[src/rtl/oddr141_tx_ctrl.sv]
// Sequencer and word source for a 14:1 DDR output gearbox: reset/sync sequence,
// training pattern, then user words, with a programmable bit-slip across word boundaries.
module oddr141_tx_ctrl #(
    parameter int unsigned GB_RST_CYCLES = 4,
    parameter int unsigned SYNC_CYCLES   = 8,
    parameter int unsigned TRAIN_WORDS   = 64,
    parameter logic [13:0] TRAIN_PATTERN = 14'h3F80,
    parameter logic [13:0] IDLE_PATTERN  = 14'h0000
) (
    input  logic        SCLK,
    input  logic        RST,
    input  logic        en,
    input  logic        train_req,
    input  logic        slip,
    input  logic [13:0] s_data,
    input  logic        s_valid,
    output logic        s_ready,
    output logic        GB_RST,
    output logic [13:0] DOUT,
    output logic [1:0]  state,
    output logic        train_done,
    output logic [3:0]  slip_offset
);

    typedef enum logic [1:0] {
        ST_RESET_HOLD = 2'd0,
        ST_SYNC       = 2'd1,
        ST_TRAIN      = 2'd2,
        ST_DATA       = 2'd3
    } state_t;

    localparam logic [15:0] GB_LAST    = 16'(GB_RST_CYCLES - 1);
    localparam logic [15:0] SYNC_LAST  = 16'(SYNC_CYCLES - 1);
    localparam logic [15:0] TRAIN_LAST = 16'(TRAIN_WORDS - 1);

    state_t      state_q, state_d;
    logic [15:0] cnt_q, cnt_d;
    logic [13:0] prev_q, prev_d;
    logic [13:0] dout_q, dout_d;
    logic [3:0]  slip_q, slip_d;
    logic [13:0] cur;
    logic [27:0] win;

    always_comb begin
        state_d = state_q;
        cnt_d   = cnt_q;
        slip_d  = slip_q;
        cur     = IDLE_PATTERN;

        case (state_q)
            ST_RESET_HOLD: begin
                if (cnt_q == GB_LAST) begin
                    state_d = ST_SYNC;
                    cnt_d   = '0;
                end else begin
                    cnt_d = cnt_q + 16'd1;
                end
            end
            ST_SYNC: begin
                if (cnt_q == SYNC_LAST) begin
                    state_d = ST_TRAIN;
                    cnt_d   = '0;
                end else begin
                    cnt_d = cnt_q + 16'd1;
                end
            end
            ST_TRAIN: begin
                cur = TRAIN_PATTERN;
                if (cnt_q == TRAIN_LAST) begin
                    state_d = ST_DATA;
                    cnt_d   = '0;
                end else begin
                    cnt_d = cnt_q + 16'd1;
                end
            end
            default: begin
                if (s_valid) cur = s_data;
                if (train_req) begin
                    state_d = ST_TRAIN;
                    cnt_d   = '0;
                end
            end
        endcase

        if ((state_q == ST_TRAIN || state_q == ST_DATA) && slip)
            slip_d = (slip_q == 4'd13) ? 4'd0 : slip_q + 4'd1;

        // Shifting {cur, prev} left by k and taking the top half selects W[27-k -: 14].
        win    = {cur, prev_q} << slip_q;
        dout_d = win[27:14];
        prev_d = cur;

        if (state_q == ST_RESET_HOLD) begin
            dout_d = IDLE_PATTERN;
            prev_d = IDLE_PATTERN;
        end

        if (!en) begin
            state_d = ST_RESET_HOLD;
            cnt_d   = '0;
            slip_d  = '0;
            dout_d  = IDLE_PATTERN;
            prev_d  = IDLE_PATTERN;
        end
    end

    always_ff @(posedge SCLK) begin
        if (RST) begin
            state_q <= ST_RESET_HOLD;
            cnt_q   <= '0;
            prev_q  <= IDLE_PATTERN;
            dout_q  <= IDLE_PATTERN;
            slip_q  <= '0;
        end else begin
            state_q <= state_d;
            cnt_q   <= cnt_d;
            prev_q  <= prev_d;
            dout_q  <= dout_d;
            slip_q  <= slip_d;
        end
    end

    assign s_ready     = (state_q == ST_DATA);
    assign train_done  = (state_q == ST_DATA);
    assign GB_RST      = (state_q == ST_RESET_HOLD);
    assign state       = state_q;
    assign DOUT        = dout_q;
    assign slip_offset = slip_q;

endmodule

[config.mk]
export PLATFORM = sky130hd
export DESIGN_NAME = oddr141_tx_ctrl
export DESIGN_NICKNAME = d
export VERILOG_FILES = /design/src/rtl/oddr141_tx_ctrl.sv
export SDC_FILE = /design/constraint.sdc
export NUM_CORES = 1
export LEC_CHECK = 0
export ABC_AREA = 1
export BUFFER_PORTS_ARGS = -buffer_cell sky130_fd_sc_hd__buf_2
export CORE_ASPECT_RATIO = 2
export CORE_MARGIN = 2
export CORE_UTILIZATION = 45
export DETAILED_ROUTE_END_ITERATION = 6
export MAX_ROUTING_LAYER = met4
export PLACE_DENSITY = 0.74
export SLEW_MARGIN = 10
export SYNTH_ARGS = -nofsm -noshare
export SYNTH_HDL_FRONTEND = slang
export SYNTH_SLANG_ARGS = --single-unit
export TNS_END_PERCENT = 100
[constraint.sdc]
create_clock -name SCLK -period 1.9 [get_ports SCLK]
set_input_delay 0.285 -clock SCLK [delete_from_list [all_inputs] [get_ports SCLK]]
set_output_delay 0.285 -clock SCLK [all_outputs]
set_load 0.02 [all_outputs]
======== Word-level counts from Yosys, hierarchy flattened ========
Index checks and enable logic that the tools add are counted.
word-level totals
  bits in registers ....................... 50
  latch bits .............................. 0
  memory bits (writable) .................. 0
  ROM bits ................................ 0
  input bits .............................. 20
  output and inout port bits .............. 23
  memories kept ........................... 0
cells by class
  add/sub/neg operators ................... 2
  multipliers ............................. 0
  div/mod/pow operators ................... 0
  magnitude comparators ................... 0
  eq/ne operators ......................... 10
  shift operators ......................... 1
  muxes and demuxes ....................... 13
  bitwise logic cells ..................... 1
  reduce and logical (&&, ||, !) cells .... 8
operators by type and width
  operator                                               number
  two-way mux 16 bit                                     4
  case mux 16 bit (3 select lines)                       1
  case mux 14 bit (2 select lines)                       1
  << shifter 28 x 4 -> 28 bit                            1
  adder 16 x 1 -> 16 bit, second input constant          1
  equality test 16 x 2 -> 1 bit, second input constant   1
  equality test 16 x 3 -> 1 bit, second input constant   1
  equality test 16 x 6 -> 1 bit, second input constant   1
  two-way mux 14 bit                                     1
  two-way mux 2 bit                                      4
  case mux 2 bit (3 select lines)                        1
  adder 4 x 1 -> 4 bit, second input constant            1
  equality test 2 bit, second input constant             2
  equality test 4 bit, second input constant             1
  two-way mux 4 bit                                      1
  inequality test 2 bit, second input constant           2
  AND reduction 4 bit                                    1
  nonzero test 4 bit                                     1
  OR reduction 2 bit                                     2
  OR reduction 3 bit                                     1
  equality test 2 x 1 -> 1 bit, second input constant    1
  logical NOT 2 bit                                      1
  inequality test 2 x 1 -> 1 bit, second input constant  1
  logical AND 1 bit                                      1
  2 further kinds                                        2

======== Logic depth before layout (Yosys ltp) ========
Gate-level depths: netlist (run 1).
  word-level depth ........................ 4
  gate-level depth with buffers ........... 12
  mapped depth without buffers ............ 11

======== Worst setup path after synthesis (run 1) ========
OpenSTA, ideal clock, no wires.
  path type ............................... reg-to-reg
  start ................................... register state_q[1], in the netlist state[1]
  end ..................................... register dout_q[3], in the netlist DOUT[3]
  arrival time ............................ 1.739 ns
  required time ........................... 1.834 ns
  path slack .............................. 0.095 ns
  stages on the path, launching flop included .. 13
  period minus slack after synthesis ...... 1.805 ns
  cells stage by stage .................... dfxtp_1 > ha_1 > nand2_2 > inv_2 > buf_6 > nand2_2 > nand2_2 > nand2_1 > nand2_1 > nand2_1 > nand2_2 > nand3_2 > a21oi_2
on the way
  word-level cells in the longest chain between the ends .. 4
  elaborated cells on any way between the ends .. 7
  classes of those cells .................. eq/ne (2); shift (1); mux (1); reduce/logical (3)
RTL lines
  what                                                                      line    text
  from (decl)                                                               36      state_t state_q, state_d;
  from (signal assigned)                                                    115     state_q <= state_d;
  equality test 2 x 1 -> 1 bit / logical NOT 2 bit (equally long branches)  50, 93
  OR reduction 2 bit (no source line)                                       n/a
  case mux 14 bit (2 select lines)                                          50      case (state_q)
  << shifter 28 x 4 -> 28 bit                                               89      win = {cur, prev_q} << slip_q;
  to (signal assigned)                                                      118     dout_q <= dout_d;
  to (decl)                                                                 39      logic [13:0] dout_q, dout_d;
Parallel ways exist; a longest one is shown, timed or not.
A chain may end at the register's enable or synchronous reset.

======== Worst setup path in the final report (run 1) ========
  start ................................... register state_q[0], in the netlist state[0]
  end ..................................... register dout_q[10], in the netlist DOUT[10]
The elaborated chain is that of the path after synthesis.

==> flow_summary.toml, run 1 <==
[synth]
postSynthCellCount = 561
syn-num-nets = 589
synthDistinctLibCells = 33
yosysWarnings = 0
synth_top_cell_area_share = 0.2877
yosys_register_bits = 50
synth_area_sq_um = 3480
ys_seq_area_frac = 0.2877
synth_top_area_cell = "dfxtp_1"
syn_avg_cell_area_sq_um = 6.202
synth-edff-count = 0
yosysMostFrequentCell = "nand2_1"
synth-async-reset-ratio = 0
synthFlopType = "dfxtp_1"
synth_common_cells = "nand2_1 (165), nand3_1 (79), nor2_1 (61)"
synthTopCellsByArea = "dfxtp_1 (29%), nand2_1 (18%), nand3_1 (11%)"

[global_routing]
grt_overflow = 0
grt_pass1_vias = 3633
antenna_found_initial = 0
grt_pass1_wl_um = 16650
grt_util_all_layers = 0.2666
grt_max_degree = 29

[clocking]
postCtsSetupBuffers = 0
cts_tree = "yes"
cts_hold_buf = 0
root_buffer = "clkbuf_16"
clock_sinks = 50
clkLatencyLatePin_ns = 0.29
clock_path_buffers = 2
cts_made_buffers = 5
htree_levels = 2
cts.clk_slew.worst_paths_ns = 0.07

[place]
hpwl_um = 8194
place_area_sq_um = 3734
place_inst = 684
io_buffers = 42
finalWeightedCongestion = 0.9675

[finish]
nets = 625
area_delta_synth_final_pct = 12.59
final_cells = 692
drive_gt1_frac = 0.2040
diodes = 0
final_area_sq_um = 3918

[run_status]
outcome = "complete, no violations"

[pwr]
leakagePower_nw = 1.807
intPower_mw = 1.656
power_frac_comb = 0.053
switching_share = 0.2207
p_switching_mw = 0.4688
p_clk_frac = 0.449
ir_worst_vdd_v = 0.0003283
cellPowerDensity_nw_per_um2 = 542.3
share_seq_of_total_power = 0.498

[sta]
relSlewSlack = 0.6604
final.min_clock_period_ns = 1.730
timing.fmax_ghz = 0.5779
rsz0062_at_grt = "no"
drv_slew = 0
finalHoldViolCount = 0
skew_ns = 0.007662
setup_violations = 0
tightest_slew_ns = 0.5075
finalCritPeriodShare = 0.9107
fin_tns_setup_ns = 0

[route]
drt_iter0_drc = 283
route.vias.total = 3670
dr.pass1.iters = 4
routedWlPerCell_um = 14.97
ant_nets = 0
viasPerCell = 5.303
drc = 0
totalWireLength_um = 10360

[floorplan]
die_y_um = 128.4
chipWidth_um = 66.18
rows = 45
placeableCoreArea_sq_um = 7545
fp.dieArea_sq_um = 8495
io_pins = 43
start_util = 0.4612

[run]
cap_violations = 0

[setup_path]
path_max_fanout = 12
cp-end-kind = "register"
worstSetupStartpointType = "register"
arrival_ns = 1.91
cp.required_ns = 2.08
worst-setup-path-type = "reg2reg"

[min_path]
hp-class = "in2reg"
per-stage QoR:
stage | util | setup slack, ns | hold WS (ns) | power (mW)
floorplan | - | 0.09483 | 0.4296 | 1.146
global placement | 0.4949 | 0.08534 | 0.4853 | 1.191
detailed placement | 0.4949 | 0.02695 | 0.4963 | 1.193
CTS | 0.5163 | 0.01930 | 0.2822 | 2.142
global route | 0.5192 | 0.02536 | 0.2931 | 2.187
finish | 0.5192 | 0.1697 | 0.2855 | 2.125
power groups by stage:
stage	clock network, mW	registers [mW]	logic, mW
floorplan	0	1.08	0.0655
global placement	0	1.08	0.111
detailed placement	0	1.08	0.112
CTS	0.973	1.06	0.112
global route	1.00	1.06	0.125
finish	0.954	1.06	0.113
cells by family after synthesis:
| group | after synthesis | synth area share |
|---|---|---|
| buf+inv | 81 | 0.1122 |
| simple gates | 355 | 0.4624 |
| flops | 50 | 0.2877 |
| compound gates | 67 | 0.1090 |
| fa+ha+maj | 8 | 0.02877 |
area by class of cell:
type                            instances  area, sq um
Fill cell                             817         3627
Multi-Input combinational cell        430         2106
Sequential cell                        50         1003
Timing Repair Buffer                   53        305.3
Inverter                               57        224.0
Clock buffer                            7        152.6
Tap cell                               94        117.6
Clock inverter                          1        8.758
final timing paths:
| check | cells after the start | end | startpoint | slack, ns |
|---|---|---|---|---|
| setup / recovery | 9 | DOUT[10]$_SDFF_PP0_ | state[0]$_SDFFE_PP0P_ | 0.17 |
| hold / removal | 3 | prev_q[5]$_SDFF_PP0_ | s_data[5] | 0.29 |
| setup reg to reg | 9 | DOUT[10]$_SDFF_PP0_ | state[0]$_SDFFE_PP0P_ | 0.17 |
| hold reg to reg | 2 | cnt_q[14]$_SDFFE_PP0N_ | cnt_q[14]$_SDFFE_PP0N_ | 0.52 |
routing by layer:
layer	wire, um	up-vias	global-route usage
met5	0	-	-
li1	-	1857	-
met4	952	0	0.2377
met2	5717	102	0.4729
met1	3377	1661	0.2300
met3	308	50	0.03934
cell usage in the layout, fill, tap and decap left out:
cell         n
o21ai_0     13
nand2_1    164
nand3_4      1
a21oi_2      8
nand3b_1     2
o21ai_1      9
dfxtp_2      2
o211ai_1     3
and2_0       1
and2_1       3
ha_1         5
nor2_2       6
dfxtp_1     48
inv_1       46
clkbuf_8     2
a21oi_1     29
nand3_2      7
a221oi_1     1
clkinv_4     1
buf_4       10
nor2_1      61
buf_2       42
or2_1        1
nand4_1      5
clkbuf_16    5
nor2_4       3
nand2_2     18
nor3_1       2
ha_2         3
or2_2        2
inv_6        1
o21bai_1     3
nand3_1     79
o21a_1       1
buf_12       1
inv_4        2
inv_2        8
critical path: stages, from the launching register on:
cell	delay [ns]
dfxtp_2	0.35
ha_2	0.21
nand2_2	0.12
inv_4	0.09
nand2_2	0.10
nand2_1	0.07
o211ai_1	0.15
nand3_1	0.17
a21oi_2	0.27
nor2_1	0.08
registers in the layout (all words and copies together) (netlist names):
| name | cells |
|---|---|
| cnt_q | 16 |
| DOUT | 14 |
| prev_q | 14 |
| slip_offset | 4 |
| state | 2 |
what timing repair did:
action | in CTS | in global routing
hold endpoints to repair | 0 | 0
gates resized for setup | 0 | 10
setup endpoints to repair | 0 | 23
(Power assumes the default switching activity.)
==> inputs of run 2 (changes only) <==
--- a/config.mk
+++ b/config.mk
@@ -11,6 +11,7 @@
 export CORE_MARGIN = 2
 export CORE_UTILIZATION = 45
 export DETAILED_ROUTE_END_ITERATION = 6
+export GPL_TIMING_DRIVEN = 0
 export MAX_ROUTING_LAYER = met4
 export PLACE_DENSITY = 0.74
 export SLEW_MARGIN = 10
==> flow_summary.toml, run 2 (synthesis gave the netlist of run 1 again) <==
[run_status]
outcome = "complete, no violations"

[global_routing]
grt_pass1_wl_um = 17390
grt_max_degree = 17
grt_util_all_layers = 0.2794
grt_overflow = 0
grt_pass1_vias = 3716
antenna_found_initial = 0

[route]
drt_iter0_drc = 310
drc = 0
viasPerCell = 5.417
totalWireLength_um = 10710
dr.pass1.iters = 6
route.vias.total = 3819
routedWlPerCell_um = 15.20
ant_nets = 0

[sta]
relSlewSlack = 0.6466
finalHoldViolCount = 0
timing.fmax_ghz = 0.5694
drv_slew = 0
skew_ns = 0.006913
tightest_slew_ns = 0.5282
whs_ns = 0.2678
final.min_clock_period_ns = 1.756
fin_tns_setup_ns = 0
finalCritPeriodShare = 0.9244
setup_violations = 0
finalWorstSetupSlack_ns = 0.1437

[setup_path]
worst-setup-path-type = "reg2reg"
worstSetupStartpointType = "register"
cp-end-kind = "register"
path_max_fanout = 10
arrival_ns = 1.95
cp.required_ns = 2.10

[clocking]
cts_hold_buf = 0
postCtsSetupBuffers = 0
cts_made_buffers = 5
clock_path_buffers = 2
clock_sinks = 50
cts.clk_slew.worst_paths_ns = 0.07
cts_tree = "yes"
htree_levels = 2
clkLatencyLatePin_ns = 0.30
root_buffer = "clkbuf_16"

[finish]
final_area_sq_um = 4013
layout_commonest_cell = "nand2_1"
utilization = 0.5318
regMostFlops = "cnt_q"
diodes = 0
final_cells = 705
drive_gt1_frac = 0.2177
final_cell_mix = "nand2_1 (165), nand3_1 (78), nor2_1 (59)"
area_delta_synth_final_pct = 15.32
largest_register_ffs = 16
nets = 638

[floorplan]
chipWidth_um = 66.18
placeableCoreArea_sq_um = 7545
io_pins = 43
fp.dieArea_sq_um = 8495
rows = 45
start_util = 0.4612
die_y_um = 128.4

[pwr]
power_mw = 2.210
ir_worst_vdd_v = 0.0004980
cellPowerDensity_nw_per_um2 = 550.7
leakagePower_nw = 1.857

[place]
place_inst = 697
io_buffers = 42
hpwl_um = 8534
place_ws_ns = -0.007448
place_area_sq_um = 3807
finalWeightedCongestion = 0.9707

[min_path]
hp-class = "in2reg"

[run]
cap_violations = 0
-- run 2: layout make-up --
| class | instances | area, sq um |
|---|---|---|
| Fill cell | 823 | 3532 |
| Multi-Input combinational cell | 430 | 2113 |
| Sequential cell | 50 | 1008 |
| Inverter | 57 | 221.5 |
| Timing Repair Buffer | 42 | 210.2 |
| Buffer | 24 | 172.7 |
| Clock buffer | 5 | 125.1 |
| Tap cell | 94 | 117.6 |
| Clock inverter | 3 | 43.79 |
-- run 2: power breakdown --
group | switching [mW] | internal, mW | total, mW | leakage, nW
Clock | 0.420 | 0.624 | 1.04 | 0.0842
Combinational | 0.0694 | 0.0418 | 0.111 | 1.37
Sequential | 0.00563 | 1.05 | 1.05 | 0.404
-- run 2: worst max-delay path: stages, from the launching register on --
cell and delay [ns]:
dfxtp_4 0.39, inv_1 0.08, ha_1 0.25, nand2_1 0.13, buf_2 0.21, nand2_1 0.07
inv_1 0.07, nand2_1 0.07, nand3_1 0.07, nand3_1 0.09, nand3_1 0.17, nor2_2 0.05
-- run 2: final timing paths --
check	cells after the start	slack (ns)	end	start
setup reg to reg	11	0.14	DOUT[12]$_SDFF_PP0_	state[0]$_SDFFE_PP0P_
setup / recovery	11	0.14	DOUT[12]$_SDFF_PP0_	state[0]$_SDFFE_PP0P_
hold / removal	3	0.27	prev_q[1]$_SDFF_PP0_	s_data[1]
hold reg to reg	2	0.51	cnt_q[14]$_SDFFE_PP0N_	cnt_q[14]$_SDFFE_PP0N_
-- run 2: what timing repair did --
action	4_1_cts	5_1_grt
pin swaps	0	1
setup endpoints to repair	3	22
resized for setup	2	10
-- run 2: metal layers --
layer	GRT usage	share of wire	vias to the layer above
li1	-	-	1891
met1	0.2400	0.33	1758
met2	0.5135	0.56	118
met3	0.04196	0.031	52
met4	0.2137	0.081	0
met5	-	0	-
